File: config.mk
export PLATFORM = sky130hd
export DESIGN_NAME = controller_loop_cfg_issuer
export DESIGN_NICKNAME = d
export VERILOG_FILES = /design/src/rtl/controller_pkg.sv /design/src/rtl/loop_cfg_decode.sv /design/src/rtl/controller_loop_cfg_issuer.sv
export SDC_FILE = /design/constraint.sdc
export NUM_CORES = 1
export LEC_CHECK = 0
export ABC_AREA = 1
export BUFFER_PORTS_ARGS = -buffer_cell sky130_fd_sc_hd__buf_4
export CELL_PAD_IN_SITES_DETAIL_PLACEMENT = 2
export CELL_PAD_IN_SITES_GLOBAL_PLACEMENT = 2
export CORE_UTILIZATION = 27
export CTS_CLUSTER_SIZE = 40
export DETAILED_ROUTE_END_ITERATION = 8
export GPL_TIMING_DRIVEN = 0
export PLACE_DENSITY_LB_ADDON = 0.15
export SLEW_MARGIN = 20
export SYNTH_ARGS = -nofsm -noshare
export SYNTH_HDL_FRONTEND = slang
export SYNTH_SLANG_ARGS = --single-unit
File: constraint.sdc
create_clock -name clk -period 1.7 [get_ports clk]
set_input_delay 0.17 -clock clk [delete_from_list [all_inputs] [get_ports clk]]
set_output_delay 0.17 -clock clk [all_outputs]
set_load 0.03 [all_outputs]
File: src/rtl/controller_pkg.sv
// Shared opcodes, FSM state encoding and instruction field layout for loop-controller instruction consumers.
// Latency: none, declarations only.
// Backpressure: not applicable.
package controller_pkg;

    localparam int OPC_W = 4;

    localparam logic [OPC_W-1:0] OP_LOOP_CFG  = 4'h1;
    localparam logic [OPC_W-1:0] OP_BLOCK_END = 4'h2;

    localparam int STATE_W = 2;

    typedef enum logic [STATE_W-1:0] {
        ST_IDLE   = 2'd0,
        ST_START  = 2'd1,
        ST_RUN    = 2'd2,
        ST_RETIRE = 2'd3
    } state_t;

    // Field layout: opcode in the top nibble, group directly above the trip count.
    function automatic int opc_lsb(input int inst_w);
        return inst_w - OPC_W;
    endfunction

    function automatic int grp_lsb(input int loop_iter_w);
        return loop_iter_w;
    endfunction

    localparam int TRIP_LSB = 0;

endpackage

File: src/rtl/loop_cfg_decode.sv
// Combinational decode of loop instruction fields into class flags and a trip-minus-one value.
// Latency: 0 cycles.
// Backpressure: none, pure function of its inputs.
module loop_cfg_decode
    import controller_pkg::*;
#(
    parameter int GROUP_ID_W  = 2,
    parameter int LOOP_ITER_W = 16
) (
    input  logic [OPC_W-1:0]       opcode,
    input  logic [GROUP_ID_W-1:0]  group,
    input  logic [LOOP_ITER_W-1:0] trip,
    output logic                   is_cfg,
    output logic                   is_end,
    output logic                   is_illegal,
    output logic                   is_zero,
    output logic [LOOP_ITER_W-1:0] trip_m1,
    output logic [GROUP_ID_W-1:0]  group_id
);

    assign is_cfg     = (opcode == OP_LOOP_CFG);
    assign is_end     = (opcode == OP_BLOCK_END);
    assign is_illegal = !(is_cfg || is_end);
    assign is_zero    = (trip == '0);
    // A zero trip count is reported as a single iteration rather than wrapping.
    assign trip_m1    = is_zero ? '0 : trip - LOOP_ITER_W'(1);
    assign group_id   = group;

endmodule

File: src/rtl/controller_loop_cfg_issuer.sv
// Decodes loop instructions, assigns per-group loop ids and sequences start/done/retire with the loop controller.
// Latency: 1 cycle accept-to-strobe, accept-to-start, done-to-retire and retire-to-next-accept.
// Backpressure: inst_ready is high only in IDLE; instructions stall for the whole START/RUN/RETIRE span.
module controller_loop_cfg_issuer
    import controller_pkg::*;
#(
    parameter int LOOP_ID_W   = 5,
    parameter int GROUP_ID_W  = 2,
    parameter int LOOP_ITER_W = 16,
    parameter int INST_W      = 32
) (
    input  logic                   clk,
    input  logic                   reset,
    input  logic                   inst_v,
    input  logic [INST_W-1:0]      inst,
    output logic                   inst_ready,
    input  logic                   ctrl_done,
    output logic                   cfg_loop_iter_v,
    output logic [LOOP_ITER_W-1:0] cfg_loop_iter,
    output logic [LOOP_ID_W-1:0]   cfg_loop_iter_loop_id,
    output logic [GROUP_ID_W-1:0]  cfg_loop_group_id,
    output logic                   start,
    output logic                   has_start,
    output logic                   block_done,
    output logic                   busy,
    output logic                   err_op,
    output logic                   err_ovf,
    output logic                   err_zero,
    input  logic                   err_clr
);

    localparam int NUM_MAX_LOOPS  = 1 << LOOP_ID_W;
    localparam int NUM_MAX_GROUPS = 1 << GROUP_ID_W;
    localparam int OPC_LSB        = opc_lsb(INST_W);
    localparam int GRP_LSB        = grp_lsb(LOOP_ITER_W);
    localparam int RSVD_W         = OPC_LSB - (GRP_LSB + GROUP_ID_W);
    localparam logic [LOOP_ID_W:0] CNT_FULL = (LOOP_ID_W + 1)'(NUM_MAX_LOOPS);

    state_t state, state_nxt;

    logic [OPC_W-1:0]       opcode;
    logic [GROUP_ID_W-1:0]  grp_fld;
    logic [LOOP_ITER_W-1:0] trip_fld;

    logic                   is_cfg, is_end, is_illegal, is_zero;
    logic [LOOP_ITER_W-1:0] trip_m1;
    logic [GROUP_ID_W-1:0]  group_id;

    // One spare bit so a full group is distinguishable from an empty one.
    logic [LOOP_ID_W:0]     cnt [NUM_MAX_GROUPS];
    logic [LOOP_ID_W:0]     grp_cnt;
    logic                   grp_full;
    logic                   acc;
    logic                   cfg_ok;

    assign opcode   = inst[OPC_LSB +: OPC_W];
    assign grp_fld  = inst[GRP_LSB +: GROUP_ID_W];
    assign trip_fld = inst[TRIP_LSB +: LOOP_ITER_W];

    generate
        if (RSVD_W > 0) begin : g_rsvd
            logic unused_rsvd;
            assign unused_rsvd = ^inst[GRP_LSB + GROUP_ID_W +: RSVD_W];
        end
    endgenerate

    loop_cfg_decode #(
        .GROUP_ID_W  (GROUP_ID_W),
        .LOOP_ITER_W (LOOP_ITER_W)
    ) u_decode (
        .opcode     (opcode),
        .group      (grp_fld),
        .trip       (trip_fld),
        .is_cfg     (is_cfg),
        .is_end     (is_end),
        .is_illegal (is_illegal),
        .is_zero    (is_zero),
        .trip_m1    (trip_m1),
        .group_id   (group_id)
    );

    assign grp_cnt  = cnt[group_id];
    assign grp_full = (grp_cnt == CNT_FULL);
    assign acc      = inst_v && inst_ready;
    assign cfg_ok   = acc && is_cfg && !grp_full;

    always_ff @(posedge clk or negedge reset) begin
        if (!reset) begin
            state <= ST_IDLE;
        end else begin
            state <= state_nxt;
        end
    end

    always_comb begin
        state_nxt  = state;
        inst_ready = 1'b0;
        busy       = 1'b1;
        start      = 1'b0;
        has_start  = 1'b0;
        block_done = 1'b0;
        case (state)
            ST_IDLE: begin
                inst_ready = 1'b1;
                busy       = 1'b0;
                if (inst_v && is_end) begin
                    state_nxt = ST_START;
                end
            end
            ST_START: begin
                start     = 1'b1;
                has_start = 1'b1;
                state_nxt = ST_RUN;
            end
            ST_RUN: begin
                has_start = 1'b1;
                if (ctrl_done) begin
                    state_nxt = ST_RETIRE;
                end
            end
            ST_RETIRE: begin
                has_start  = 1'b1;
                block_done = 1'b1;
                state_nxt  = ST_IDLE;
            end
            default: begin
                state_nxt = ST_IDLE;
            end
        endcase
    end

    always_ff @(posedge clk or negedge reset) begin
        if (!reset) begin
            cfg_loop_iter_v       <= 1'b0;
            cfg_loop_iter         <= '0;
            cfg_loop_iter_loop_id <= '0;
            cfg_loop_group_id     <= '0;
        end else begin
            cfg_loop_iter_v <= cfg_ok;
            if (cfg_ok) begin
                cfg_loop_iter         <= trip_m1;
                cfg_loop_iter_loop_id <= grp_cnt[LOOP_ID_W-1:0];
                cfg_loop_group_id     <= group_id;
            end
        end
    end

    always_ff @(posedge clk or negedge reset) begin
        if (!reset) begin
            for (int g = 0; g < NUM_MAX_GROUPS; g++) begin
                cnt[g] <= '0;
            end
        end else if (state == ST_RETIRE) begin
            for (int g = 0; g < NUM_MAX_GROUPS; g++) begin
                cnt[g] <= '0;
            end
        end else if (cfg_ok) begin
            cnt[group_id] <= grp_cnt + (LOOP_ID_W + 1)'(1);
        end
    end

    // Clear wins over a same-cycle set; block retire leaves the sticky bits alone.
    always_ff @(posedge clk or negedge reset) begin
        if (!reset) begin
            err_op   <= 1'b0;
            err_ovf  <= 1'b0;
            err_zero <= 1'b0;
        end else if (err_clr) begin
            err_op   <= 1'b0;
            err_ovf  <= 1'b0;
            err_zero <= 1'b0;
        end else begin
            if (acc && is_illegal)          err_op   <= 1'b1;
            if (acc && is_cfg && grp_full)  err_ovf  <= 1'b1;
            if (cfg_ok && is_zero)          err_zero <= 1'b1;
        end
    end

endmodule

# Yosys cells after proc, flatten, opt, wreduce, memory -nomap -nowiden
# Index checks and enable logic that the tools add are counted.
# totals
out_inout_bits	32
register_bits	53
inputBits	37
word_cells	67
# classes
addsub	2
bitwise_logic	1
order_cmp	2
muxes	23
n_reduce_logical	19
eq_ne	8
# op_table
op	n
24-bit 2-to-1 mux	2
24-bit bitwise mux	1
6-bit 2-to-1 mux	3
16-bit zero test	1
16-bit 2-to-1 mux	1
16-bit by 1-bit subtractor with 16-bit output (second input constant)	1
6-bit binary-select mux with 2-bit select	1
6-bit demux with 2-bit select	1
1-bit 2-to-1 mux	11
1-bit logical AND	8
2-bit case mux with 4 select lines	1
2-bit nonzero test	4
6-bit by 1-bit adder with 6-bit output (second input constant)	1
6-bit equality test (second input constant)	1
2-bit equality test (second input constant)	2
4-bit by 1-bit equality test with 1-bit output (second input constant)	1
4-bit by 2-bit equality test with 1-bit output (second input constant)	1
2-bit 2-to-1 mux	2
2-bit inequality test (second input constant)	2
3-bit greater-or-equal comparator (second input constant)	1
3-bit by 1-bit < comparator with 1-bit output (second input constant)	1
2-bit inverter with 3-bit output	1
3-bit OR reduction	1
2-bit by 1-bit equality test with 1-bit output (second input constant)	1
other kinds (4)	5

# Depth between registers and ports, before layout
# depth
word_depth	10
mapped_depth	17
depth_no_buf	14

# Hierarchy
# From an unflattened synthesis, not the netlist that was laid out.
# hier_totals
hier_cells	437
area_unflattened_um2	3125.5
# modules_own_cells
mod	area_each_um2	seq_area_each_um2	instances	cells_each
controller_loop_cfg_issuer	2587.5	1326.3	1	327
loop_cfg_decode	538.0	0.0	1	110

# Worst setup path after synthesis
# Ideal clock, no wire load.
# synth_timing
path_type	flip-flop to flip-flop
from	register state[0]
to	register cnt[11] (netlist bit)
path_buffers	0
stages_incl_launch_ff	8
t_required_ns	1.582
setup_time_ns	0.118
arrival_time_ns	1.851
slack_ns	-0.269
period_less_slack_ns	1.969
path_cell_list	dfrtp_1 inv_1 ha_1 nand2_1 nor2_1 nand3_1 nand3_1 nand2_1
# synth_via
elab_chain_cells	6
word_cells_on_any_way	8
# synth_rtl
item	line	source
start, declared	controller_loop_cfg_issuer.sv:39	state_t state, state_nxt;
start signal, assigned	controller_loop_cfg_issuer.sv:91	state <= state_nxt;
2-bit zero test	controller_loop_cfg_issuer.sv:102	case (state)
1-bit 2-to-1 mux	controller_loop_cfg_issuer.sv:102	
net inst_ready	controller_loop_cfg_issuer.sv:16	output logic inst_ready,
1-bit logical AND	controller_loop_cfg_issuer.sv:84	assign acc = inst_v && inst_ready;
1-bit logical AND (2 in series)	controller_loop_cfg_issuer.sv:85	assign cfg_ok = acc && is_cfg && !grp_full;
2-bit nonzero test (no line)	n/a	
end signal, assigned by index	controller_loop_cfg_issuer.sv:158	cnt[group_id] <= grp_cnt + (LOOP_ID_W + 1)'(1);
end, declared	controller_loop_cfg_issuer.sv:50	logic [LOOP_ID_W:0] cnt [NUM_MAX_GROUPS];
# The timed path passes the listed nets, and every way through them passes these cells.
# A chain may end at the register's enable or synchronous reset.

# Worst setup path in the final report
# layout_timing
from	register cnt[18] (netlist bit)
to	register cfg_loop_iter_loop_id[4]
# layout_via
elab_chain_cells	6
# layout_rtl
item	line	source
6-bit binary-select mux with 2-bit select	controller_loop_cfg_issuer.sv:82	assign grp_cnt = cnt[group_id];
6-bit 2-to-1 mux (implied by the code) (2 in series)	controller_loop_cfg_issuer.sv:82	
net grp_cnt[0]	controller_loop_cfg_issuer.sv:51	logic [LOOP_ID_W:0] grp_cnt;
6-bit equality test	controller_loop_cfg_issuer.sv:83	assign grp_full = (grp_cnt == CNT_FULL);
1-bit zero test	controller_loop_cfg_issuer.sv:85	
1-bit logical AND	controller_loop_cfg_issuer.sv:85	
end signal, assigned	controller_loop_cfg_issuer.sv:142	cfg_loop_iter_loop_id <= grp_cnt[LOOP_ID_W-1:0];
end, declared	controller_loop_cfg_issuer.sv:20	output logic [LOOP_ID_W-1:0] cfg_loop_iter_loop_id,
# The timed path passes the listed nets, and every way through them passes these cells. The select of a mux whose other input is x is not followed.

==> results.json <==
{
  "status": "finished with violations",
  "violations": "setup timing",
  "clock-sinks": 53,
  "drt-initial-drc-count": 50,
  "endpoint": "cfg_loop_iter_loop_id[4]",
  "cts_buffers": 5,
  "hold_viol_final": 0,
  "leakagePower_nw": 2.167,
  "maxSlewHeadroom_pct": 53.01,
  "ff2ff_setup_slack_ns": -0.15,
  "drt-wirelength-per-cell_um": 16.14,
  "grt_usage_pct": 18.73,
  "crit_slowest_cell": "dfrtp_1",
  "synth_nets": 459,
  "final_common_cell": "nand2_1",
  "total_power_mw": 4.377,
  "crit_top_cell": "nand2_1",
  "clk_pin_slew_ns": 0.11,
  "r2r_start": "cnt[18]",
  "drv_cap": 0,
  "hpwl_mm": 7.365,
  "setup_ws_ns": -0.1466,
  "syn_area_per_cell_um2": 7.271,
  "syn-instance-count": 414,
  "period_minus_slack_ns": 1.847,
  "antenna_found_initial": 0,
  "grt_overflow_total": 0,
  "io_buffer_count": 57,
  "worst_r2r_endpoint": "cfg_loop_iter_loop_id[4]",
  "r2r_cells": 14,
  "crit_type": "flop to flop",
  "core_um2": 10840,
  "crit_chain": "nand2_1, nand2_1, nand2_1, nand2_2, inv_2, ha_4, nand3_4, nor2_4, nand2_4, buf_12, nand2_8, buf_6, nand2_2, o21ai_1",
  "io_pins": 69,
  "p_per_area_nw_per_um2": 1037,
  "num-nets-final": 544,
  "syn-cell-area_um2": 3010,
  "gp_congestion": 0.7912,
  "final_cell_mix": "nand2_1 (153), buf_4 (68), dfrtp_1 (53), nor2_1 (35), nand3_1 (32)",
  "min_path_type": "input pin to flop",
  "wl_mm": 10.33,
  "clock_skew_ns": 0.006742,
  "grt_pass1_wl_mm": 16.63,
  "clkLatencyLatePin_ns": 0.32,
  "grt_max_degree": 54,
  "crit_buf_inv": 3,
  "yosysSeqAreaShare_pct": 44.06,
  "drive_above_1_share_pct": 31.60,
  "htree_levels": 2,
  "vias": 2972,
  "cp-startpoint": "cnt[18]",
  "synth-seq-cells": 53,
  "hold_ws_ns": 0.1389,
  "cp_top_family": "simple AND/OR/NAND/NOR gates",
  "dieArea_um2": 11580,
  "worstPathArrival_ns": 2.10,
  "required_ns": 1.96,
  "initial_core_util_pct": 27.77,
  "rows": 38,
  "grt_pass1_vias": 3269,
  "post_synth_num_cell_types": 24,
  "cts_tree": "yes",
  "slew_violations": 0,
  "drc_errors": 0,
  "finalSetupViolCount": 47,
  "yosys_warnings": 0,
  "cp.depth": 14,
  "vias_per_cell": 4.644,
  "dieHeight_um": 107.6,
  "antenna_left": 0,
  "die_w_um": 107.6,
  "rsz0062_at_grt": "yes",
  "cpPeakStageDelay_ns": 0.40,
  "place_ws_ns": -0.5583,
  "worstMarginPinSlew_ns": 0.7048,
  "n_fill_cell": 1298,
  "synthToLayoutAreaGrowth_pct": 40.19,
  "antenna_cells": 0,
  "root_buffer": "clkbuf_8",
  "max_freq_ghz": 0.5415,
  "cp-end-kind": "flop",
  "clock_path_buffers": 2,
  "min_period_over_period_pct": 108.6,
  "startpoint_type": "flop",
  "dr.pass1.iters": 4,
  "crit_fanout": 7,
  "ir_worst_vdd_mv": 0.6200
}
-- per-layer routing --
layer	global-route usage, %	wire length [um]
met1	24.41	4625
met5	0	0
met2	32.42	5294
met3	2.845	283
met4	4.403	128
-- worst min path at each step --
stage	slack [ns]	endpoint	cells past startpoint	start
after floorplan	-0.13	cfg_loop_group_id[0]	0	reset
after global placement	0.28	state[0]	1	reset
after detailed placement	0.28	state[0]	1	reset
after CTS	0.14	err_op	3	inst_v
after global routing	0.14	err_op	3	inst_v
final	0.14	err_op	3	inst_v
-- flip-flops by register name, summed over array words and instances (netlist names) --
register,flops
cfg_loop_group_id,2
cfg_loop_iter,16
cfg_loop_iter_loop_id,5
cfg_loop_iter_v,1
cnt,24
err_op,1
err_ovf,1
err_zero,1
state,2
-- Yosys cell counts (all sizes together) --
library cell	instances	area, um^2
and2	1	6.260
clkbuf	2	7.510
nor2	47	188.9
a21oi	3	15.01
nand4	1	6.260
inv	31	121.4
xnor2	6	52.55
nand3	42	210.2
clkinv	1	3.750
xor2	10	87.58
buf	9	87.57
ha	8	100.1
nor3	2	10.01
nand2	184	716.9
dfrtp	53	1326
o21ai	14	70.07
-- final cells by class --
cell class                      instances  area (um^2)  area share, %
Clock inverter                          3        25.02         0.5929
Buffer                                 10        91.34          2.164
Timing Repair Buffer                   78        675.6          16.01
Clock buffer                            5        68.82          1.631
Tap cell                              140        175.2          4.151
Multi-Input combinational cell        319         1728          40.94
Sequential cell                        53         1326          31.43
Inverter                               32        130.1          3.083
-- cell families (layout without fill, tap and decap cells) --
| group | count (synthesis) | after routing | share of synthesized area, % |
|---|---|---|---|
| flip-flops | 53 | 53 | 44.06 |
| AO/OA/AOI/OAI | 17 | 17 | 2.826 |
| XOR/XNOR | 16 | 16 | 4.655 |
| adder cells (fa/ha/maj) | 8 | 8 | 3.325 |
| buffers and inverters | 43 | 128 | 7.314 |
| AND/OR/NAND/NOR | 277 | 278 | 37.82 |
-- where the power goes --
group	internal, mW	total [mW]	switching, mW
Sequential	1.51	1.68	0.170
Clock	0.299	0.781	0.482
Combinational	0.701	1.92	1.22
-- per-stage QoR --
stage	cells	area (um^2)	setup TNS, ns	util, %
6_report	640	4220	-4.372	38.93
5_1_grt	640	4220	-10.30	38.93
4_1_cts	636	4068	-1.339	37.52
3_5_place_dp	611	3625	-22.36	33.44
3_3_place_gp	611	3625	-22.87	33.44
2_1_floorplan	414	3022	0	-
-- tightest hold or removal path, delay by kind of cell --
| family | cells | cell delay, ns |
|---|---|---|
| and+or+nand+nor | 1 | 0.08 |
| buffers and inverters | 1 | 0.12 |
| AOI/OAI and AO/OA | 1 | 0.06 |
-- repair_timing --
action / CTS / global route
setup endpoints to repair: 48 / 49
gates cloned: 4 / 1
hold endpoints to repair: 56 / 0
setup buffers: 12 / 3
gates resized for setup: 45 / 31
pin swaps: 12 / 16
hold buffers: 2 / 0
Note: power is estimated with default switching activity, not from simulation.
